[src/rtl/mult_sched_if.sv]
// Requester-side bus of the mult_sched multiplier scheduler.
// master = requester side, slave = scheduler side.
interface mult_sched_if #(
    parameter int unsigned NREQ = 4
) ();
    logic [NREQ-1:0]   req;
    logic [4*NREQ-1:0] req_mplier;
    logic [4*NREQ-1:0] req_mcand;
    logic [NREQ-1:0]   gnt;
    logic [NREQ-1:0]   rsp_valid;
    logic [6:0]        rsp_product;
    logic              rsp_err;

    modport master (
        output req, req_mplier, req_mcand,
        input  gnt, rsp_valid, rsp_product, rsp_err
    );

    modport slave (
        input  req, req_mplier, req_mcand,
        output gnt, rsp_valid, rsp_product, rsp_err
    );
endinterface

[src/rtl/mult_sched.sv]
// Round-robin scheduler sharing one sequential 4x4 signed multiplier among NREQ requesters.
// Optional BUSY timeout with error response: define MULT_SCHED_TIMEOUT_EN.
module mult_sched #(
    parameter int unsigned NREQ = 4
) (
    input  logic              CLK,
    input  logic              RSTn,
    mult_sched_if.slave       bus,
    output logic              mul_St,
    output logic [3:0]        mul_Mplier,
    output logic [3:0]        mul_Mcand,
    input  logic [6:0]        mul_Product,
    input  logic              mul_Done
);
    localparam int unsigned IDXW        = $clog2(NREQ);
    localparam int unsigned INIT_CYCLES = 6;

    typedef enum logic [2:0] {INIT, IDLE, START, BUSY, RESP} state_t;

    state_t            state, state_d;
    logic [2:0]        cnt, cnt_d;          // INIT flush count, BUSY timeout count
    logic [IDXW-1:0]   last_winner, last_winner_d;
    logic [IDXW-1:0]   pick;
    logic [IDXW+1:0]   op_base;
    logic              any_req;

    logic [NREQ-1:0]   gnt_q, gnt_d;
    logic [NREQ-1:0]   rsp_valid_q, rsp_valid_d;
    logic [6:0]        rsp_product_q, rsp_product_d;
    logic              mul_st_q, mul_st_d;
    logic [3:0]        mplier_q, mplier_d;
    logic [3:0]        mcand_q, mcand_d;
`ifdef MULT_SCHED_TIMEOUT_EN
    logic              rsp_err_q, rsp_err_d;
`endif

    function automatic logic [IDXW-1:0] rr_idx(input logic [IDXW-1:0] base, input int unsigned k);
        return IDXW'((32'(base) + k) % NREQ);
    endfunction

    // Round-robin winner: first requester after last_winner, wrapping modulo NREQ
    always_comb begin
        any_req = |bus.req;
        pick    = last_winner;
        for (int unsigned k = NREQ; k > 0; k--) begin
            if (bus.req[rr_idx(last_winner, k)]) begin
                pick = rr_idx(last_winner, k);
            end
        end
        op_base = {pick, 2'b00};
    end

    // Next-state and registered-output values
    always_comb begin
        state_d       = state;
        cnt_d         = cnt;
        last_winner_d = last_winner;
        gnt_d         = gnt_q;
        rsp_valid_d   = '0;
        rsp_product_d = rsp_product_q;
        mul_st_d      = 1'b0;
        mplier_d      = mplier_q;
        mcand_d       = mcand_q;
`ifdef MULT_SCHED_TIMEOUT_EN
        rsp_err_d     = 1'b0;
`endif
        case (state)
            INIT: begin
                cnt_d = cnt + 3'd1;
                if (cnt == 3'(INIT_CYCLES - 1)) begin
                    cnt_d   = '0;
                    state_d = IDLE;
                end
            end
            IDLE: begin
                if (any_req) begin
                    gnt_d         = '0;
                    gnt_d[pick]   = 1'b1;
                    last_winner_d = pick;
                    mplier_d      = bus.req_mplier[op_base +: 4];
                    mcand_d       = bus.req_mcand[op_base +: 4];
                    mul_st_d      = 1'b1;
                    state_d       = START;
                end
            end
            START: begin
                cnt_d   = '0;
                state_d = BUSY;
            end
            BUSY: begin
                if (mul_Done) begin
                    rsp_product_d = mul_Product;
                    rsp_valid_d   = gnt_q;
                    state_d       = RESP;
                end
`ifdef MULT_SCHED_TIMEOUT_EN
                else if (cnt == 3'd7) begin
                    rsp_product_d = '0;
                    rsp_valid_d   = gnt_q;
                    rsp_err_d     = 1'b1;
                    state_d       = RESP;
                end else begin
                    cnt_d = cnt + 3'd1;
                end
`endif
            end
            RESP: begin
                gnt_d = '0;
                cnt_d = '0;
`ifdef MULT_SCHED_TIMEOUT_EN
                // A timed-out multiplier may be wedged; flush it again
                state_d = rsp_err_q ? INIT : IDLE;
`else
                state_d = IDLE;
`endif
            end
            default: state_d = INIT;
        endcase
    end

    always_ff @(posedge CLK or negedge RSTn) begin
        if (!RSTn) begin
            state       <= INIT;
            cnt         <= '0;
            last_winner <= IDXW'(NREQ - 1);
        end else begin
            state       <= state_d;
            cnt         <= cnt_d;
            last_winner <= last_winner_d;
        end
    end

    always_ff @(posedge CLK or negedge RSTn) begin
        if (!RSTn) begin
            gnt_q         <= '0;
            rsp_valid_q   <= '0;
            rsp_product_q <= '0;
            mul_st_q      <= 1'b0;
            mplier_q      <= '0;
            mcand_q       <= '0;
        end else begin
            gnt_q         <= gnt_d;
            rsp_valid_q   <= rsp_valid_d;
            rsp_product_q <= rsp_product_d;
            mul_st_q      <= mul_st_d;
            mplier_q      <= mplier_d;
            mcand_q       <= mcand_d;
        end
    end

`ifdef MULT_SCHED_TIMEOUT_EN
    always_ff @(posedge CLK or negedge RSTn) begin
        if (!RSTn) begin
            rsp_err_q <= 1'b0;
        end else begin
            rsp_err_q <= rsp_err_d;
        end
    end
    assign bus.rsp_err = rsp_err_q;
`else
    assign bus.rsp_err = 1'b0;
`endif

    assign bus.gnt         = gnt_q;
    assign bus.rsp_valid   = rsp_valid_q;
    assign bus.rsp_product = rsp_product_q;
    assign mul_St          = mul_st_q;
    assign mul_Mplier      = mplier_q;
    assign mul_Mcand       = mcand_q;
endmodule
[src/flat_wrapper.sv]
// flat-port wrapper written by rule: the top's interface ports become plain ports
module mult_sched_flat 
#(
    parameter int unsigned NREQ = 4
)
  (CLK, RSTn, mul_St, mul_Mplier, mul_Mcand, mul_Product, mul_Done, bus_req, bus_req_mplier, bus_req_mcand, bus_gnt, bus_rsp_valid, bus_rsp_product, bus_rsp_err);
  mult_sched_if #(.NREQ(NREQ)) bus_i ();
  input  logic CLK;
  input  logic RSTn;
  output logic mul_St;
  output logic [3:0] mul_Mplier;
  output logic [3:0] mul_Mcand;
  input  logic [6:0] mul_Product;
  input  logic mul_Done;
  input wire logic [$bits(bus_i.req)-1:0] bus_req;
  input wire logic [$bits(bus_i.req_mplier)-1:0] bus_req_mplier;
  input wire logic [$bits(bus_i.req_mcand)-1:0] bus_req_mcand;
  output wire logic [$bits(bus_i.gnt)-1:0] bus_gnt;
  output wire logic [$bits(bus_i.rsp_valid)-1:0] bus_rsp_valid;
  output wire logic [$bits(bus_i.rsp_product)-1:0] bus_rsp_product;
  output wire logic [$bits(bus_i.rsp_err)-1:0] bus_rsp_err;
  assign bus_i.req = bus_req;
  assign bus_i.req_mplier = bus_req_mplier;
  assign bus_i.req_mcand = bus_req_mcand;
  assign bus_gnt = bus_i.gnt;
  assign bus_rsp_valid = bus_i.rsp_valid;
  assign bus_rsp_product = bus_i.rsp_product;
  assign bus_rsp_err = bus_i.rsp_err;
  mult_sched #(.NREQ(NREQ)) u_core (.CLK(CLK), .RSTn(RSTn), .bus(bus_i), .mul_St(mul_St), .mul_Mplier(mul_Mplier), .mul_Mcand(mul_Mcand), .mul_Product(mul_Product), .mul_Done(mul_Done));
endmodule
[config.mk]
export PLATFORM = sky130hd
export DESIGN_NAME = mult_sched_flat
export DESIGN_NICKNAME = d
export VERILOG_FILES = /design/src/rtl/mult_sched_if.sv /design/src/rtl/mult_sched.sv /design/src/flat_wrapper.sv
export SDC_FILE = /design/constraint.sdc
export NUM_CORES = 1
export LEC_CHECK = 0
export ABC_AREA = 1
export CAP_MARGIN = 5
export CORE_UTILIZATION = 40
export CTS_CLUSTER_DIAMETER = 100
export DETAILED_ROUTE_END_ITERATION = 7
export HOLD_SLACK_MARGIN = 0.1
export PLACE_DENSITY = 0.82
export SETUP_SLACK_MARGIN = 0.1
export SKIP_CTS_REPAIR_TIMING = 1
export SLEW_MARGIN = 20
export SYNTH_ARGS = -nofsm -noshare
export SYNTH_HDL_FRONTEND = slang
export SYNTH_SLANG_ARGS = --single-unit
[constraint.sdc]
create_clock -name CLK -period 1.8 [get_ports CLK]
set_input_delay 0.36 -clock CLK [delete_from_list [all_inputs] [get_ports CLK]]
set_output_delay 0.36 -clock CLK [all_outputs]
set_load 0.01 [all_outputs]
Word level (Yosys, flattened, before mapping)
Index checks and enable logic that the tools add are counted.
{ "op_classes": {"n_mux": 26, "n_eq_ne": 8, "shifts": 2, "reduce_logical": 10, "n_addsub": 5, "n_lt_le_gt_ge": 6} }
{ "op_table": {"columns": ["operator", "count"], "rows": [
  ["indexed part select 16 x 5 -> 4 bit", 2],
  ["< comparator 2 x 3 -> 1 bit, second input constant", 5],
  ["one-hot mux 3 bit (5 select lines)", 1],
  ["two-way mux 3 bit", 4],
  ["two-way mux 4 bit", 3],
  ["binary-select mux 1 bit (select 2 bit)", 4],
  ["two-way mux 2 bit", 4],
  ["one-hot mux 4 bit (2 select lines)", 1],
  ["two-way mux 1 bit", 7],
  ["== test 3 x 2 -> 1 bit, second input constant", 2],
  ["== test 3 bit, second input constant", 2],
  ["one-hot mux 3 bit (2 select lines)", 1],
  ["AND reduction 2 bit", 3],
  ["adder 2 x 1 -> 2 bit, second input constant", 2],
  ["adder 2 bit, second input constant", 2],
  ["!= test 2 x 1 -> 1 bit, second input constant", 2],
  ["nonzero test 2 bit", 2],
  ["OR reduction 4 bit", 1],
  ["adder 3 x 1 -> 3 bit, second input constant", 1],
  ["== test 3 x 1 -> 1 bit, second input constant", 1],
  ["zero test 3 bit", 1],
  ["AND reduction 3 bit", 1],
  ["demux 1 bit (select 2 bit)", 1],
  ["greater-or-equal comparator 2 x 1 -> 1 bit, second input constant", 1],
  ["3 further kinds", 3]
]} }
{ "totals": {"in_bits": 46, "reg_bits": 32, "out_inout_bits": 25, "wordCells": 66} }

Longest topological paths before layout
{ "logic_depth": {"ltp_word": 13, "depth_mapped": 17, "depth_no_buf": 16} }

Worst setup path after synthesis
No wires, ideal clock.
{ "synth_timing": {"path_type": "register -> register", "startpoint": "register u_core.last_winner[0]", "endpoint": "register u_core.mcand_q[0], in the netlist u_core.mul_Mcand[0]", "path_slack_ns": 0.050, "path_buffers": 2, "synth_period_minus_slack_ns": 1.750, "t_arrival_ns": 1.634, "path_stages_with_launch": 16, "setup_time_ns": 0.116, "required_time_ns": 1.684, "path_cell_list": "dfstp_2 > buf_6 > inv_8 > nand2_2 > nand2_2 > nand2_2 > nand2_2 > inv_4 > nand3_4 > nand2_8 > buf_12 > nand2_2 > nand3_1 > nand2_1 > nand2_1 > nand2_1"} }
{ "synth_between": {"elab_chain_cells": 8, "elab_cells_between_ends": 17, "classes_between": "add/sub: 4; shift: 1; mux: 12"} }
{ "synth_lines": {"columns": ["element", "line_no", "source"], "rows": [
  ["start, declared", "mult_sched.sv:22", "logic [IDXW-1:0] last_winner, last_winner_d;"],
  ["start signal, assigned", "mult_sched.sv:125", "last_winner <= IDXW'(NREQ - 1);"],
  ["start signal, assigned", "mult_sched.sv:129", "last_winner <= last_winner_d;"],
  ["adder 2 x 1 -> 2 bit", "mult_sched.sv:38", "return IDXW'((32'(base) + k) % NREQ);"],
  ["binary-select mux 1 bit (select 2 bit)", "mult_sched.sv:46", "if (bus.req[rr_idx(last_winner, k)]) begin"],
  ["two-way mux 1 bit (implied by the code)", "mult_sched.sv:46", null],
  ["two-way mux 2 bit (3 in a row)", "mult_sched.sv:46", null],
  ["two-way mux 2 bit (*)", "mult_sched.sv:46", null],
  ["indexed part select 16 x 5 -> 4 bit (*)", "mult_sched.sv:81", "mcand_d = bus.req_mcand[op_base +: 4];"],
  ["end signal, assigned", "mult_sched.sv:147", "mcand_q <= mcand_d;"],
  ["end, declared", "mult_sched.sv:32", "logic [3:0] mcand_q, mcand_d;"]
]} }
Every way passes the cells marked *; elsewhere a longest branch is shown, timed or not. The select of a mux whose other input is x is not followed.
A chain may end at the register's enable or synchronous reset.

Worst setup path after layout
{ "layout_timing": {"startpoint": "register u_core.last_winner[0]", "endpoint": "register u_core.mplier_q[1], in the netlist u_core.mul_Mplier[1]"} }
{ "layout_between": {"elab_chain_cells": 8, "elab_cells_between_ends": 17, "classes_between": "add/sub: 4; shift: 1; mux: 12"} }
{ "layout_lines": {"columns": ["element", "line_no", "source"], "rows": [
  ["adder 2 x 1 -> 2 bit", "mult_sched.sv:38", null],
  ["binary-select mux 1 bit (select 2 bit)", "mult_sched.sv:46", null],
  ["two-way mux 1 bit (implied by the code)", "mult_sched.sv:46", null],
  ["two-way mux 2 bit (3 in a row)", "mult_sched.sv:46", null],
  ["two-way mux 2 bit (*)", "mult_sched.sv:46", null],
  ["indexed part select 16 x 5 -> 4 bit (*)", "mult_sched.sv:80", "mplier_d = bus.req_mplier[op_base +: 4];"],
  ["end signal, assigned", "mult_sched.sv:146", "mplier_q <= mplier_d;"],
  ["end, declared", "mult_sched.sv:31", "logic [3:0] mplier_q, mplier_d;"]
]} }
Marked as above.

==> out/results.ini <==
[run_status]
status=complete, but fails checks
violations=negative setup slack

[placement]
io_buffers=69
dpl.hpwl_mm=3.449
gp_congestion=0.8545
dp_cells=395

[setup_path]
crit_family=simple AND/OR/NAND/NOR gates
critical_path_class=flop to flop
startpoint_type=flop
slowest_stage=dfstp_2
cp-end-kind=flop
worstSetupStartpoint=u_core.last_winner[0]
crit_path_end=u_core.mul_Mplier[1]
arrival_ns=2.03
cp.buffers_inverters=2
crit_path_max_incr_delay_ns=0.66
rr_endpoint=u_core.mul_Mplier[1]
cp_data_required_time_ns=1.97
cp_common_cell=nand2_1
rrSetupSlack_ns=-0.06
worst-r2r-cell-count=14
crit_chain=inv_8 -> nand2_4 -> nand2_4 -> nand2_4 -> nand2_2 -> nand2_4 -> nand3_4 -> clkbuf_16 -> nand3_1 -> nand2_1 -> nand2_1 -> nand2_1 -> nand2_1 -> nand2_1
worst-path-stages=14
timing.rr.start=u_core.last_winner[0]
worstPathMaxFanout=8

[yosys]
ys_ff_latch=32
synth.distinct_cells=29
synth_nets=310
syn-cell-area_sq_um=1949
yosys_warnings=0
netlist_instances=264
seq_area_frac_synth=0.4121
syn_area_per_cell_sq_um=7.384

[global_route]
grt_usage=0.1905
grt_max_degree=33
grt_pass1_wl_mm=7.652
antenna_found_initial=0
grt_pass1_vias=1758
grt_overflow_total=0

[timing]
final.min_clock_period_ns=1.862
tns_ns=-0.3988
maxSlewViolCount=0
max_clock_freq_mhz=537.1
min_period_over_period=1.034
rsz0062_at_grt=yes
finalSetupViolations=11
timing.final.ws_setup_ns=-0.06198
whs_ns=0.4639
final_hold_viol_count=0
fin_skew_ns=0.008463

[finish]
drive_above_1_share=0.2080
mostFrequentLayoutCells=94 x nand2_1, 67 x clkdlybuf4s50_1, 34 x inv_1
areaGrowthSynthToFinish_pct=54.56
diodes=0
finish.utilization=0.6421
final_common_cell=nand2_1
fin_cells=405
nets=396

[route]
wl_met1_mm=2.050
drtAntennaViolNets=0
num_vias=1888
highest_layer=met4
wl_met2_mm=2.352
routed_wl_mm=4.680
drt_iter0_markers=80
wl_met3_microns=241
routedWlPerCell_microns=11.56
firstDrtPassIters=4
drc=0
vias_per_cell=4.662

[cts]
cts_root_buffer=clkbuf_8
cts_tree=done
cts_made_buffers=5
clock_latency_ns=0.28
clock_sinks=32
clk_pin_slew_ns=0.07
cts_max_path_buffers=2
h-tree-depth=2

[die]
start_util=0.4155
die_x_microns=71.81
dieArea_sq_um=5157
core_area_sq_um=4692
ios=71
num_rows=25
die_y_microns=71.81

[power]
vdd_drop_max_mv=0.8726
leakage_nw=1.549
p_per_area_nw_per_um2=1975

[worst_hold_path]
min_path_type=input pin to async pin

[flow_run]
cap_viol_max_count=0

cell usage after synthesis:
master,number,area (sq um)
a21oi_1,2,10.01
buf_12,1,20.02
buf_2,2,10.01
buf_4,1,7.510
buf_6,5,56.30
conb_1,1,3.750
dfrtp_1,30,750.7
dfstp_2,2,52.55
inv_1,34,127.6
inv_2,3,11.26
inv_4,1,6.260
inv_8,1,11.26
nand2_1,99,371.6
nand2_2,21,131.4
nand2_4,3,33.78
nand2_8,2,40.04
nand3_1,29,145.1
nand3_4,1,17.52
nand4_1,1,6.260
nor2_1,7,26.28
nor2_2,1,6.260
nor2_4,1,11.26
nor3_1,1,5.000
o21a_1,1,7.510
o21ai_0,7,35.03
o21ai_1,2,10.01
o21ai_2,1,8.760
o21bai_1,1,7.510
o22ai_1,3,18.77
power by group:
part | internal (mW) | switching [mW]
combinational | 1.92 | 2.28
sequential | 1.03 | 0.200
clock | 0.271 | 0.251
total | 3.22 | 2.73
worst register-to-register path, delay by kind of cell, from the launching register on:
kind,cells,cell delay [ns]
buffers and inverters,2,0.27
flip-flops,1,0.66
AND/OR/NAND/NOR,12,0.81
worst min path at each step:
stage / startpoint / endpoint / slack (ns)
after CTS: RSTn / u_core.bus.gnt[2] / 0.47
final: RSTn / u_core.bus.rsp_valid[0] / 0.46
after floorplan: RSTn / u_core.bus.gnt[0] / 0.06
after global routing: RSTn / u_core.bus.rsp_product[4] / 0.51
after global placement: u_core.bus.rsp_product[2] / u_core.bus.rsp_product[2] / 0.46
after detailed placement: u_core.bus.rsp_product[1] / u_core.bus.rsp_product[1] / 0.46
sequential cells by signal, indices dropped and copies added (netlist names):
| register | count |
|---|---|
| u_core.state | 3 |
| u_core.cnt | 3 |
| u_core.bus.rsp_product | 7 |
| u_core.last_winner | 2 |
| u_core.mul_St | 1 |
| u_core.mul_Mplier | 4 |
| u_core.bus.gnt | 4 |
| u_core.mul_Mcand | 4 |
| u_core.bus.rsp_valid | 4 |
routing by layer:
layer | vias up | global-route usage
met5 | - | 0
met4 | 0 | 0.05882
met3 | 4 | 0.03657
met2 | 58 | 0.3239
met1 | 851 | 0.2462
li1 | 975 | -
area by class of cell:
type	count	area [sq um]
Clock buffer	7	76.32
Clock inverter	1	5.005
Fill cell	408	1679
Inverter	39	163.9
Multi-Input combinational cell	184	987.2
Sequential cell	32	803.3
Tap cell	54	67.56
Timing Repair Buffer	88	909.6
metrics by stage:
step | worst slack [ns] | total power, mW | instance area (sq um)
6_report | -0.06198 | 5.949 | 3013
4_1_cts | -0.04915 | 5.563 | 2873
3_5_place_dp | -0.2671 | 5.019 | 2791
5_1_grt | -0.1843 | 6.476 | 3013
2_1_floorplan | 0.06271 | 3.788 | 1953
3_3_place_gp | -0.2356 | 4.957 | 2791
cells by family (layout without fill, tap and decap cells):
kind of cell | Yosys count | count (layout) | share of synthesized area
simple gates | 166 | 166 | 0.4076
buf+inv | 48 | 135 | 0.1284
flops | 32 | 32 | 0.4121
compound gates | 17 | 17 | 0.05007
other cells | 1 | 1 | 0.001924
No activity file was read; power rests on OpenSTA's default activity.
